[src/rtl/dmem_responder.sv]
// dmem_responder
//
// Responder end of the core-to-data-memory interface for the dual-lane MIPS
// core. Two independent request lanes (a and b) share one single-ported word
// array through a request/grant/response handshake, so that each lane's
// memory stage can stall while the other lane holds the array.
//
// Ports
//   clk                 rising-edge clock
//   rst                 synchronous, active-high reset
//   x_req               lane request, held with stable fields until x_gnt
//   x_we                1 = write, 0 = read
//   x_addr              byte address; word index is addr[DEPTH_LOG2+1:2]
//   x_wdata             write data
//   x_gnt               request accepted this cycle (combinational)
//   x_rvalid            one-cycle response pulse, the cycle after x_gnt
//   x_rdata             response data (registered)
//   x_err               misaligned-access flag, qualified by x_rvalid
//   (x is a or b)
//
// Timing summary
//   - An uncontended request is granted in the cycle it is raised.
//   - The response follows exactly one cycle after the grant cycle.
//   - A write acknowledges with its own write data (write-first).
//   - A misaligned access is granted, writes nothing, and responds with
//     rdata = 0, err = 1.

module dmem_responder #(
  parameter int DEPTH_LOG2 = 6,
  parameter int WIDTH      = 32
) (
  input  logic             clk,
  input  logic             rst,

  input  logic             a_req,
  input  logic             a_we,
  input  logic [WIDTH-1:0] a_addr,
  input  logic [WIDTH-1:0] a_wdata,
  output logic             a_gnt,
  output logic             a_rvalid,
  output logic [WIDTH-1:0] a_rdata,
  output logic             a_err,

  input  logic             b_req,
  input  logic             b_we,
  input  logic [WIDTH-1:0] b_addr,
  input  logic [WIDTH-1:0] b_wdata,
  output logic             b_gnt,
  output logic             b_rvalid,
  output logic [WIDTH-1:0] b_rdata,
  output logic             b_err
);

  localparam int DEPTH = 1 << DEPTH_LOG2;

  // Priority pointer: names the lane that wins the next contended,
  // non-broadcast cycle.
  typedef enum logic {
    PRIO_A = 1'b0,
    PRIO_B = 1'b1
  } prio_t;

  prio_t prio_reg;
  prio_t prio_next;

  logic [WIDTH-1:0] mem_reg [DEPTH];

  // ---------------------------------------------------------------------------
  // Request decode
  // ---------------------------------------------------------------------------
  logic [DEPTH_LOG2-1:0] a_idx;
  logic [DEPTH_LOG2-1:0] b_idx;
  logic                  a_mis;
  logic                  b_mis;
  logic                  contend;
  logic                  bcast;

  // Address bits above the word index are deliberately ignored, which makes
  // the array alias modulo 4*DEPTH bytes.
  assign a_idx = a_addr[DEPTH_LOG2+1:2];
  assign b_idx = b_addr[DEPTH_LOG2+1:2];
  assign a_mis = |a_addr[1:0];
  assign b_mis = |b_addr[1:0];

  logic unused_addr_bits;
  assign unused_addr_bits = ^{a_addr[WIDTH-1:DEPTH_LOG2+2],
                              b_addr[WIDTH-1:DEPTH_LOG2+2]};

  assign contend = a_req & b_req;

  // Two aligned reads of the same word can be served by one array read, so
  // both lanes are granted together and the pointer is left alone.
  assign bcast = contend & ~a_we & ~b_we & ~a_mis & ~b_mis & (a_idx == b_idx);

  // ---------------------------------------------------------------------------
  // Arbitration
  // ---------------------------------------------------------------------------
  always_comb begin
    a_gnt     = 1'b0;
    b_gnt     = 1'b0;
    prio_next = prio_reg;
    if (!rst) begin
      if (contend && !bcast) begin
        // Contended single grant: the pointer lane wins, then the pointer
        // moves to the loser so it is served next cycle.
        if (prio_reg == PRIO_A) begin
          a_gnt     = 1'b1;
          prio_next = PRIO_B;
        end else begin
          b_gnt     = 1'b1;
          prio_next = PRIO_A;
        end
      end else begin
        a_gnt = a_req;
        b_gnt = b_req;
      end
    end
  end

  // ---------------------------------------------------------------------------
  // Write port select
  // ---------------------------------------------------------------------------
  // Both lanes are only ever granted together for a broadcast read, so at most
  // one of these write terms can be true in any cycle.
  logic                  wr_en;
  logic [DEPTH_LOG2-1:0] wr_idx;
  logic [WIDTH-1:0]      wr_data;

  always_comb begin
    wr_en   = 1'b0;
    wr_idx  = '0;
    wr_data = '0;
    if (a_gnt && a_we && !a_mis) begin
      wr_en   = 1'b1;
      wr_idx  = a_idx;
      wr_data = a_wdata;
    end else if (b_gnt && b_we && !b_mis) begin
      wr_en   = 1'b1;
      wr_idx  = b_idx;
      wr_data = b_wdata;
    end
  end

  // ---------------------------------------------------------------------------
  // Response data
  // ---------------------------------------------------------------------------
  // Reads sample the array before this edge's write lands; a same-word
  // read/write pair can never be granted together, so no bypass is needed.
  logic [WIDTH-1:0] a_resp_data;
  logic [WIDTH-1:0] b_resp_data;

  always_comb begin
    if (a_mis) begin
      a_resp_data = '0;
    end else if (a_we) begin
      a_resp_data = a_wdata;
    end else begin
      a_resp_data = mem_reg[a_idx];
    end

    if (b_mis) begin
      b_resp_data = '0;
    end else if (b_we) begin
      b_resp_data = b_wdata;
    end else begin
      b_resp_data = mem_reg[b_idx];
    end
  end

  // ---------------------------------------------------------------------------
  // State
  // ---------------------------------------------------------------------------
  always_ff @(posedge clk) begin
    if (rst) begin
      for (int i = 0; i < DEPTH; i++) begin
        mem_reg[i] <= '0;
      end
      prio_reg <= PRIO_A;
      a_rvalid <= 1'b0;
      a_err    <= 1'b0;
      a_rdata  <= '0;
      b_rvalid <= 1'b0;
      b_err    <= 1'b0;
      b_rdata  <= '0;
    end else begin
      prio_reg <= prio_next;

      if (wr_en) begin
        mem_reg[wr_idx] <= wr_data;
      end

      a_rvalid <= a_gnt;
      a_err    <= a_gnt & a_mis;
      if (a_gnt) begin
        a_rdata <= a_resp_data;
      end

      b_rvalid <= b_gnt;
      b_err    <= b_gnt & b_mis;
      if (b_gnt) begin
        b_rdata <= b_resp_data;
      end
    end
  end

endmodule

[config.mk]
export PLATFORM = sky130hd
export DESIGN_NAME = dmem_responder
export DESIGN_NICKNAME = d
export VERILOG_FILES = /design/src/rtl/dmem_responder.sv
export SDC_FILE = /design/constraint.sdc
export NUM_CORES = 2
export LEC_CHECK = 0
export BUFFER_PORTS_ARGS = -buffer_cell sky130_fd_sc_hd__buf_2
export CAP_MARGIN = 20
export CORE_MARGIN = 3
export CORE_UTILIZATION = 40
export DETAILED_ROUTE_END_ITERATION = 12
export PLACE_DENSITY = 0.61
export SLEW_MARGIN = 25
export SYNTH_ARGS = -nofsm -noshare
export SYNTH_HDL_FRONTEND = slang
export SYNTH_SLANG_ARGS = --single-unit
[constraint.sdc]
create_clock -name clk -period 5.7 [get_ports clk]
set_clock_uncertainty 0.2 [all_clocks]
set_input_delay 0.855 -clock clk [delete_from_list [all_inputs] [get_ports clk]]
set_output_delay 0.855 -clock clk [all_outputs]
set_load 0.02 [all_outputs]
Word-level counts from Yosys, hierarchy flattened:

Memory sizes are Yosys's and may differ from the RTL's.
Cells that the tools add are included.

* register bits after elaboration: 69
* bits in writable memories: 2048
* input bits: 134
* output and inout port bits: 70
* word-level logic and storage cells: 56
* memories: 1

* equality and inequality tests: 1
* muxes and demuxes: 24
* bitwise gates (word level): 12
* reduce and logical (&&, ||, !) cells: 11

Memories
* mem_reg: words 64, width 32, rd ports 2, clocked after memory_dff 0, write ports 64, RTL line 66 `logic [WIDTH-1:0] mem_reg [DEPTH];`

Operator list (count)
* $mux W32: 7
* $reduce_or A32 Y1: 1
* $mux W6: 3
* $mux W1: 14
* $and A1 B1 Y1: 8
* $eq A6 B6 Y1: 1
* $logic_and A1 B1 Y1: 5
* $not A1 Y1: 4
* $reduce_or A2 Y1: 2
* $logic_not A1 Y1: 3

Logic depth before layout (Yosys ltp):

* depth in word-level cells: 19
* gate-level depth with buffers: 10
* gate-level depth less buffers: 6

Worst setup path after synthesis:

No wires, ideal clock.

* kind: input-to-reg
* start: in a_we
* end: mem mem_reg[50][0] (enable)
* setup time: 0.428 ns
* arrival: 4.508 ns
* required time: 5.072 ns
* path slack: 0.564 ns
* stages: 9
* buffers on the path: 3
* cells stage by stage: or3_1 nor4_2 a211oi_1 buf_2 o21ai_2 o211ai_1 clkbuf_1 clkbuf_1 o21bai_1

RTL lines
* start, declared: RTL line 36 `input logic a_we,`
* end, declared: RTL line 66

Final worst setup path:

* start: in a_addr[0]
* end: out a_gnt

* cells in the longest elaborated chain, start to end: 9

Ends and longest elaborated chain
* start, declared: RTL line 37 `input logic [WIDTH-1:0] a_addr,`
* $reduce_or A2 Y1: RTL line 82 `assign a_mis = |a_addr[1:0];`
* $not A1 Y1: RTL line 93 `assign bcast = contend & ~a_we & ~b_we & ~a_mis & ~b_mis & (a_idx == b_idx);`
* $and A1 B1 Y1 (3 in a row): RTL line 93
* $logic_not A1 Y1: RTL line 103 `if (contend && !bcast) begin`
* $logic_and A1 B1 Y1: RTL line 103
* $mux W1: RTL line 103
* $mux W1: RTL line 102 `if (!rst) begin`
* end, declared: RTL line 39 `output logic a_gnt,`

Every way passes these cells.

==> impl_results.md <==
* Sequential fraction of the synthesis area at 59.2%
* Req. time, crit path at 4.64 ns
* Vias in the first global route at 72132
* TNS Setup at 0 ns
* Mapped Cells at 7352
* FMAX at 213 MHz
* Initial antenna violation count at 13
* Layout cells sized above 1 at 27.2%
* Net Sw Power at 8760 µW
* Critical Path Sink Type: primary output
* Total gr overflow at 0
* Root Buffer: clkbuf_16
* Clk Latency, worst-skew pair at 0.89 ns
* # clock sinks at 2117
* Crit. Startpoint: a_addr[0]
* Clock power share at 39.5%
* DR WL/cell at 35.1 µm
* Logic pwr share at 10.4%
* Routed wire length at 385 mm
* Netlist Area Pre-Place at 106000 µm²
* Commonest cells after routing, fill and taps aside: edfxtp_1, nor2_1, mux4_2, a22oi_1, nor3_1
* Die area at 272000 µm²
* CTS tree: yes
* Fin util at 45.7%
* CP Class: input port to primary output
* # DRC at 0
* Top cell type's share of synthesized area at 57.9%
* Maximum vdd drop at 0.000279 V
* Post-DP HPWL at 245 mm
* Rows at 188
* Hold_sp: b_wdata[7]
* Pins Over Slew Limit at 0
* RSZ-0062 raised after global routing: no
* Pwr/cell area at 295 nW/µm²
* Drt pass-1 iters at 7
* Post-route minimum period at 4.70 ns
* Met3 WL post-DR at 56.4 mm
* Syn nets at 7486
* Chip width at 521 µm
* Core Footprint at 263000 µm²
* Syn avg cell area at 14.5 µm²
* Worst-margin pin slew at 1.20 ns
* Total track usage at 27.9%
* Crit path launch type: input port
* Initial core utilization at 40.3%
* Number of enable flip-flop cells after synthesis at 2048
* Highest routed layer: met5
* Sequential share of power at 50.1%
* Layout area overhead at 13.2%
* Largest net degree at the start of global routing at 118
* Synth async-reset ratio at 0%
* DR vias at 73488
* DRT met1 WL at 136 mm
* Setup-failing EPs final at 0
* H-tree levels at 4
* Slew headroom at 19.7%
* Commonest non-fill, non-tap cell in the layout: edfxtp_1
* Clk pin slew, worst setup/hold paths at 0.06 ns
* MaxCap Viol Count at 0
* Final net count at 7390
* Yosys warning count at 0
* Reg-to-reg startpoint: prio_reg$_SDFFE_PP0N_
* DR vias/cell at 6.70
* Worst-path maximum fanout at 35
* Wire length on met2 at 176 mm
* Hold Vio Cnt, Final at 0
* Io pins at 204
* Synth area leader: edfxtp_1
* P_leak at 0.0381 µW
* Clock Path Buffers at 3
* Die H at 521 µm
* Seq cells post-synth at 2117
* Tightest Hold Check Type: input port to flip-flop
* Initial drt markers at 12054
* Global-route wire length before repair at 542 mm
* Top cells by area, synth: edfxtp_1, mux4_2, nor2_1
* ANT nets after route at 0
* Gpl congestion at 0.953
* Distinct cell type count after synthesis at 58
* Final Cycle Share at 82.5%
* Sw Ratio at 24.7%
* Pint at 26700 µW
* Num CTS Buffers at 221
* Outcome: completed
* Worst path arrival time at 3.65 ns
* Buffers on Ports at 155
* Max reg flops at 2048
* Post-synth top flop: edfxtp_1
==> cells by family after synthesis <==
kind of cell / Yosys count / share of synthesized area, %
simple gates: 2322 / 9.19
mux: 1080 / 22.2
flops: 2117 / 59.2
buf+inv: 882 / 3.15
compound gates: 944 / 6.28
xor+xnor: 7 / 0.0577
==> power by group through the flow <==
stage,clock network (µW),logic (µW),registers [µW]
CTS,14100,3600,17700
finish,14000,3690,17700
detailed placement,0,3580,18100
global route,14700,3770,17800
global placement,0,3550,18000
floorplan,0,2070,18000
==> final timing paths <==
kind                            slack [ns]                            to  cells after the start
worst min register to register        0.28      b_rdata[12]$_SDFFE_PP0N_                      1
worst max register to register        2.14  mem_reg[2][10]$_SDFFCE_PN0P_                      9
worst max-delay path                   1.0                         a_gnt                      9
worst min-delay path                  0.05       b_rdata[7]$_SDFFE_PP0N_                      3
==> cell usage after synthesis, drive strengths merged, types with 15 or more instances <==
| cell type | number |
|---|---|
| edfxtp | 2048 |
| nor2 | 1626 |
| mux4 | 1017 |
| clkbuf | 712 |
| a22oi | 534 |
| nor3 | 484 |
| a21oi | 223 |
| buf | 164 |
| dfxtp | 69 |
| nand2b | 53 |
| mux2i | 52 |
| o22ai | 43 |
| nor2b | 42 |
| nand2 | 36 |
| nor4 | 36 |
| o211ai | 26 |
| a221o | 22 |
| o21ai | 16 |
| o221ai | 15 |
==> per-layer routing <==
layer  global-route usage [%]  vias to the layer above
met2                     42.4                     5552
met4                     10.7                       10
met3                     9.30                      863
met1                     37.0                    38239
met5                    0.333                        -
li1                         -                    28824
==> per-stage QoR <==
step | hold slack (ns) | area (µm²) | power [µW] | instances | setup WS, ns
floorplan | 0.329 | 106000 | 20100 | 7352 | 0.564
CTS | 0.00114 | 120000 | 35500 | 10961 | 1.01
global placement | 0.263 | 113000 | 21600 | 10520 | 0.397
detailed placement | 0.265 | 113000 | 21600 | 10522 | 0.745
finish | 0.0492 | 120000 | 35500 | 10967 | 0.995
global route | 0.0598 | 120000 | 36300 | 10962 | 0.894
==> what timing repair did <==
action | 4_1_cts | 5_1_grt
resized for setup | 0 | 0
hold buffers | 26 | 0
endpoints found under the hold margin | 26 | 0
buffers inserted | 0 | 0
==> worst max-delay path, cell delays in order <==
cell           delay [ns]
dlygate4sd3_1        0.53
buf_2                0.14
or3_1                0.35
nor4_2               0.54
a21oi_1              0.14
or3b_2               0.46
buf_4                0.33
inv_1                0.11
buf_2                0.17
==> area by class of cell <==
| type | instances | area, µm² |
|---|---|---|
| clock inverter | 112 | 845 |
| sequential | 2117 | 62900 |
| fill | 23016 | 143000 |
| clock buffer | 301 | 6000 |
| tap | 3515 | 4400 |
| inverter | 6 | 22.5 |
| multi-input combinational | 4353 | 41100 |
| antenna | 6 | 15.0 |
| timing repair buffer | 557 | 5070 |
(Power assumes the default switching activity.)
